### src/rtl/load_store_unit.sv
// load_store_unit
// Single-outstanding data-memory access unit between execute and writeback.
// Accepts one access at a time and checks its alignment and size. For a
// legal access it runs one valid/ready bus request, plus an rvalid response
// for loads. It then returns one completion pulse carrying the aligned,
// extended load data or a store/fault completion.
//
// Ports
//   clk, resetn          clock; synchronous active-low reset
//   req_valid_i          execute stage presents an access
//   req_ready_o          unit idle (combinational from state)
//   req_op_i[3:0]        {store, unsigned, size[1:0]}; size 11 is illegal
//   req_addr_i           byte address
//   req_wdata_i          store data, right-justified
//   req_rd_i             destination register tag
//   rsp_valid_o          one-cycle completion pulse
//   rsp_we_o             register write required (load without fault)
//   rsp_rd_o             tag of completed access
//   rsp_data_o           extended load data; 0 for stores and faults
//   rsp_fault_o          misaligned access or illegal size
//   bus_valid_o          bus request pending
//   bus_ready_i          bus accepts request
//   bus_we_o             write request
//   bus_addr_o           word-aligned address
//   bus_wstrb_o          byte enables; 0 for reads
//   bus_wdata_o          lane-replicated store data
//   bus_rvalid_i         read data valid
//   bus_rdata_i          read word
module load_store_unit (
  input  logic        clk,
  input  logic        resetn,
  input  logic        req_valid_i,
  output logic        req_ready_o,
  input  logic [3:0]  req_op_i,
  input  logic [31:0] req_addr_i,
  input  logic [31:0] req_wdata_i,
  input  logic [4:0]  req_rd_i,
  output logic        rsp_valid_o,
  output logic        rsp_we_o,
  output logic [4:0]  rsp_rd_o,
  output logic [31:0] rsp_data_o,
  output logic        rsp_fault_o,
  output logic        bus_valid_o,
  input  logic        bus_ready_i,
  output logic        bus_we_o,
  output logic [31:0] bus_addr_o,
  output logic [3:0]  bus_wstrb_o,
  output logic [31:0] bus_wdata_o,
  input  logic        bus_rvalid_i,
  input  logic [31:0] bus_rdata_i
);

  typedef enum logic [1:0] {IDLE, REQ, WAIT, RESP} state_e;

  state_e      state_q, state_d;
  logic [3:0]  op_q, op_d;
  logic [1:0]  lane_q, lane_d;
  logic [4:0]  rd_q, rd_d;
  logic        bus_valid_q, bus_valid_d;
  logic        bus_we_q, bus_we_d;
  logic [31:0] bus_addr_q, bus_addr_d;
  logic [3:0]  bus_wstrb_q, bus_wstrb_d;
  logic [31:0] bus_wdata_q, bus_wdata_d;
  logic        rsp_valid_q, rsp_valid_d;
  logic        rsp_we_q, rsp_we_d;
  logic [4:0]  rsp_rd_q, rsp_rd_d;
  logic [31:0] rsp_data_q, rsp_data_d;
  logic        rsp_fault_q, rsp_fault_d;

  function automatic logic is_fault(input logic [1:0] size, input logic [1:0] a);
    case (size)
      2'b00:   return 1'b0;
      2'b01:   return a[0];
      2'b10:   return |a;
      default: return 1'b1;
    endcase
  endfunction

  // Replicate the store operand across all lanes so the strobe alone picks
  // the destination bytes.
  function automatic logic [31:0] fmt_wdata(input logic [1:0] size, input logic [31:0] d);
    case (size)
      2'b00:   return {4{d[7:0]}};
      2'b01:   return {2{d[15:0]}};
      default: return d;
    endcase
  endfunction

  function automatic logic [3:0] fmt_wstrb(input logic [1:0] size, input logic [1:0] a);
    case (size)
      2'b00:   return 4'b0001 << a;
      2'b01:   return 4'b0011 << a;
      default: return 4'b1111;
    endcase
  endfunction

  function automatic logic [31:0] extract_load(input logic [1:0] size, input logic uns,
                                               input logic [1:0] a, input logic [31:0] d);
    logic signed [7:0]  b;
    logic signed [15:0] h;
    logic signed [31:0] bs;
    logic signed [31:0] hs;
    b  = d[{a, 3'b000} +: 8];
    h  = d[{a[1], 4'b0000} +: 16];
    bs = b;
    hs = h;
    case (size)
      2'b00:   return uns ? {24'b0, b} : bs;
      2'b01:   return uns ? {16'b0, h} : hs;
      default: return d;
    endcase
  endfunction

  assign req_ready_o = (state_q == IDLE);

  always_comb begin
    state_d     = state_q;
    op_d        = op_q;
    lane_d      = lane_q;
    rd_d        = rd_q;
    bus_valid_d = bus_valid_q;
    bus_we_d    = bus_we_q;
    bus_addr_d  = bus_addr_q;
    bus_wstrb_d = bus_wstrb_q;
    bus_wdata_d = bus_wdata_q;
    rsp_valid_d = 1'b0;
    rsp_we_d    = 1'b0;
    rsp_fault_d = 1'b0;
    rsp_rd_d    = rsp_rd_q;
    rsp_data_d  = rsp_data_q;
    case (state_q)
      IDLE: begin
        if (req_valid_i) begin
          op_d   = req_op_i;
          lane_d = req_addr_i[1:0];
          rd_d   = req_rd_i;
          if (is_fault(req_op_i[1:0], req_addr_i[1:0])) begin
            // Faults skip the bus entirely and complete on the next cycle.
            state_d     = RESP;
            rsp_valid_d = 1'b1;
            rsp_fault_d = 1'b1;
            rsp_data_d  = 32'h0;
            rsp_rd_d    = req_rd_i;
          end else begin
            state_d     = REQ;
            bus_valid_d = 1'b1;
            bus_we_d    = req_op_i[3];
            bus_addr_d  = {req_addr_i[31:2], 2'b00};
            bus_wstrb_d = req_op_i[3] ? fmt_wstrb(req_op_i[1:0], req_addr_i[1:0]) : 4'b0000;
            bus_wdata_d = req_op_i[3] ? fmt_wdata(req_op_i[1:0], req_wdata_i) : 32'h0;
          end
        end
      end
      REQ: begin
        if (bus_ready_i) begin
          bus_valid_d = 1'b0;
          if (op_q[3]) begin
            state_d     = RESP;
            rsp_valid_d = 1'b1;
            rsp_data_d  = 32'h0;
            rsp_rd_d    = rd_q;
          end else begin
            state_d = WAIT;
          end
        end
      end
      WAIT: begin
        if (bus_rvalid_i) begin
          state_d     = RESP;
          rsp_valid_d = 1'b1;
          rsp_we_d    = 1'b1;
          rsp_data_d  = extract_load(op_q[1:0], op_q[2], lane_q, bus_rdata_i);
          rsp_rd_d    = rd_q;
        end
      end
      default: state_d = IDLE;
    endcase
  end

  always_ff @(posedge clk) begin
    if (!resetn) begin
      state_q     <= IDLE;
      op_q        <= 4'h0;
      lane_q      <= 2'b00;
      rd_q        <= 5'h0;
      bus_valid_q <= 1'b0;
      bus_we_q    <= 1'b0;
      bus_addr_q  <= 32'h0;
      bus_wstrb_q <= 4'h0;
      bus_wdata_q <= 32'h0;
      rsp_valid_q <= 1'b0;
      rsp_we_q    <= 1'b0;
      rsp_rd_q    <= 5'h0;
      rsp_data_q  <= 32'h0;
      rsp_fault_q <= 1'b0;
    end else begin
      state_q     <= state_d;
      op_q        <= op_d;
      lane_q      <= lane_d;
      rd_q        <= rd_d;
      bus_valid_q <= bus_valid_d;
      bus_we_q    <= bus_we_d;
      bus_addr_q  <= bus_addr_d;
      bus_wstrb_q <= bus_wstrb_d;
      bus_wdata_q <= bus_wdata_d;
      rsp_valid_q <= rsp_valid_d;
      rsp_we_q    <= rsp_we_d;
      rsp_rd_q    <= rsp_rd_d;
      rsp_data_q  <= rsp_data_d;
      rsp_fault_q <= rsp_fault_d;
    end
  end

  assign bus_valid_o = bus_valid_q;
  assign bus_we_o    = bus_we_q;
  assign bus_addr_o  = bus_addr_q;
  assign bus_wstrb_o = bus_wstrb_q;
  assign bus_wdata_o = bus_wdata_q;
  assign rsp_valid_o = rsp_valid_q;
  assign rsp_we_o    = rsp_we_q;
  assign rsp_rd_o    = rsp_rd_q;
  assign rsp_data_o  = rsp_data_q;
  assign rsp_fault_o = rsp_fault_q;

endmodule

### config.mk
export PLATFORM = sky130hd
export DESIGN_NAME = load_store_unit
export DESIGN_NICKNAME = d
export VERILOG_FILES = /design/src/rtl/load_store_unit.sv
export SDC_FILE = /design/constraint.sdc
export NUM_CORES = 1
export LEC_CHECK = 0
export BUFFER_PORTS_ARGS = -buffer_cell sky130_fd_sc_hd__buf_4
export CAP_MARGIN = 20
export CORE_ASPECT_RATIO = 0.5
export CORE_UTILIZATION = 51
export CTS_BUF_LIST = sky130_fd_sc_hd__clkbuf_8
export DETAILED_ROUTE_END_ITERATION = 8
export PLACE_DENSITY_LB_ADDON = 0.15
export REMOVE_ABC_BUFFERS = 1
export SETUP_SLACK_MARGIN = 0.3
export SLEW_MARGIN = 10
export SYNTH_ARGS = -nofsm -noshare
export SYNTH_HDL_FRONTEND = slang
export SYNTH_SLANG_ARGS = --single-unit
### constraint.sdc
create_clock -name clk -period 2.3 [get_ports clk]
set_input_delay 0.575 -clock clk [delete_from_list [all_inputs] [get_ports clk]]
set_output_delay 0.575 -clock clk [all_outputs]
set_load 0.005 [all_outputs]
==> flow_metrics.env <==
export IMPL_startpoint_type="flop"
export IMPL_ys_ff_latch=121
export IMPL_internal_power_mw=4.42
export IMPL_synth_area_mm2=0.00571
export IMPL_nNetsFinal=938
export IMPL_syn2layout_area_growth_pct=38.9
export IMPL_cts_hold_buf=0
export IMPL_top_usage_layer="met2"
export IMPL_grt_overflow=0
export IMPL_die_y_um=76.8
export IMPL_rows=26
export IMPL_htreeDepth=4
export IMPL_rsz0062_at_grt="no"
export IMPL_met3_usage_pct=8.15
export IMPL_ioPinCount=221
export IMPL_status="finished clean"
export IMPL_maxSlewViolCount=0
export IMPL_period_share_pct=83.7
export IMPL_antenna_cells=0
export IMPL_p_sw_mw=2.14
export IMPL_grt_pass1_vias=5120
export IMPL_critPathArrivalTime_ps=2250
export IMPL_min_from="req_addr_i[2]"
export IMPL_root_buffer="clkbuf_8"
export IMPL_ys_seq_area_share_pct=42.4
export IMPL_yosysWarnings=0
export IMPL_hold_ws_ps=392
export IMPL_pwr_density_cell_mw_per_mm2=826
export IMPL_dr_total_vias=5247
export IMPL_finalSetupViolations=0
export IMPL_r2r_start="state_q[1]"
export IMPL_avgSynthCellArea_um2=9.35
export IMPL_synth_cell_types=59
export IMPL_fin_tns_setup_ps=0
export IMPL_grtUsageTotal_pct=26.6
export IMPL_seq_power_share_pct=38.2
export IMPL_coreArea_mm2=0.0105
export IMPL_io_buffers=218
export IMPL_antenna_found_initial=0
export IMPL_max_freq_mhz=520
export IMPL_insertion_delay_ps=420
export IMPL_wl_per_cell_um=16.0
export IMPL_hp_class="in -> reg"
export IMPL_fp_dieArea_mm2=0.0117
export IMPL_post_dp_hpwl_um=10900
export IMPL_grt_max_degree=69
export IMPL_r2r_slack_ps=380
export IMPL_crit_required_ps=2630
export IMPL_synth_ff_type="dfxtp_1"
export IMPL_power_frac_comb_pct=34.7
export IMPL_total_power_mw=6.56
export IMPL_cts_buffers=17
export IMPL_post_place_cells=943
export IMPL_fillers=795
export IMPL_wirelength_um=15600
export IMPL_pwr_share_clk_pct=27.2
export IMPL_vdd_drop_max_uv=462
export IMPL_maxCapViolCount=0
export IMPL_worstSetupEndpointType="flop"
export IMPL_stdcell_count=976
export IMPL_tightestPinTransition_ps=784
export IMPL_synth_async_sr_flop_share_pct=0
export IMPL_clk_transition_reported_paths_ps=70
export IMPL_drc_errors=0
export IMPL_fin_util_pct=75.3
export IMPL_gp_congestion=0.874
export IMPL_drt_pre_antenna_iters=4
export IMPL_synthCells=611
export IMPL_synth_edf_count=0
export IMPL_grtUsageMet2_pct=46.1
export IMPL_crit_type="reg -> reg"
export IMPL_p_leak_nw=3.39
export IMPL_crit_start="state_q[1]"
export IMPL_cts_tree="done"
export IMPL_multi_input_comb_area_mm2=0.00304
export IMPL_initial_utilization_pct=54.2
export IMPL_regArea_mm2=0.00242
export IMPL_grtUsageMet1_pct=30.6
export IMPL_clock_sinks=121
export IMPL_period_needed_ps=1920
export IMPL_grt_pass1_wl_um=24500
export IMPL_slew_headroom_pct=47.7
export IMPL_die_width_um=152
export IMPL_antenna_left=0
export IMPL_critPathMaxFanout=10
export IMPL_clock_skew_ps=8.56
export IMPL_swShare_pct=32.6
export IMPL_viasPerCell=5.38
export IMPL_final_hold_viol_count=0
export IMPL_drt_initial_drc_count=311
export IMPL_clock_path_buffers=2
export IMPL_drive_above_1_share_pct=40.0
-- repair_timing --
action / CTS / global route
gates cloned: 0 / 0
pin swaps: 1 / 1
gates resized for setup: 0 / 9
buffers inserted: 1 / 1
endpoints found under the setup margin: 16 / 21
-- flip-flops by register name, summed over array words and instances, names as in the netlist, 4 cells and up --
name,flops
bus_wdata_o,32
rsp_data_o,32
bus_addr_o,30
rd_q,5
rsp_rd_o,5
bus_wstrb_o,4
op_q,4
-- cells in the mapped netlist (all sizes together) (4+ instances only) --
| cell type | number | area (µm²) |
|---|---|---|
| a21boi | 45 | 342 |
| nor2b | 61 | 384 |
| nand3 | 6 | 42.5 |
| nand2 | 114 | 430 |
| o2bb2ai | 23 | 277 |
| buf | 22 | 158 |
| o221ai | 4 | 35.0 |
| a21oi | 17 | 96.4 |
| inv | 12 | 45.0 |
| ha | 4 | 50.1 |
| dfxtp | 121 | 2420 |
| clkbuf | 27 | 101 |
| o21ai | 14 | 70.1 |
| nand2b | 6 | 37.5 |
| mux2i | 14 | 140 |
| mux2 | 30 | 338 |
| a22o | 8 | 70.1 |
| nor2 | 9 | 33.8 |
| a22oi | 32 | 240 |
-- cell usage in the layout (no fill, tap or decap), types with 4 or more instances in the layout --
master     count
inv_1         14
o221ai_1       4
a21oi_1       15
nand2b_1       6
nand3_1        5
nor2_1         9
buf_12         5
o21ai_0       13
nand2_1      113
mux2i_1       14
nor2b_1       60
a21boi_0      39
dfxtp_1      119
o2bb2ai_2      9
o2bb2ai_1     13
a21boi_1       5
a22o_1         8
buf_4        236
clkinv_2       5
a22oi_1       32
clkbuf_8      21
mux2_2        30
-- critical path: stages (launching register included) --
cell and delay, ps:
dfxtp_2 350, inv_1 70, ha_1 220, buf_4 160, a221oi_4 340, buf_4 220, nand3_4 150, o32ai_2 310
-- stage by stage --
step,worst slack (ps),area (µm²)
3_3_place_gp,279,7500
5_1_grt,261,7940
6_report,375,7940
4_1_cts,328,7890
3_5_place_dp,246,7500
2_1_floorplan,-1180,5460
-- metal layers --
layer  routed length (µm)  vias to the layer above
met5                    0                        -
met3                 1360                       22
met2                 7630                      202
li1                     -                     2559
met4                  224                        0
met1                 6390                     2464
-- power groups by stage --
stage          sequential, mW  clock [mW]  combinational (mW)
2_1_floorplan            2.54           0                1.19
3_3_place_gp             2.53           0                2.14
3_5_place_dp             2.54           0                2.19
4_1_cts                  2.50        1.81                2.21
5_1_grt                  2.53        1.89                2.47
6_report                 2.50        1.78                2.27
-- kinds of logic after synthesis --
family,synth area share [%]
fa+ha+maj,0.876
simple gates,19.5
compound gates,23.4
other cells,0.0657
buf+inv,5.32
mux,8.37
flops,42.4
-- final timing paths --
kind	to	depth (start not counted)
max	rsp_data_o[4]	7
min	bus_addr_o[2]	3
max reg2reg	rsp_data_o[4]	7
min reg2reg	bus_wstrb_o[3]	2
-- final cells by class --
class | count | area share, %
Multi-Input combinational cell | 430 | 38.3
Sequential cell | 121 | 30.6
Timing Repair Buffer | 242 | 23.7
Clock buffer | 21 | 3.64
Tap cell | 140 | 2.21
Clock inverter | 10 | 0.977
Inverter | 12 | 0.568
Power figures use the tool's default switching activity.
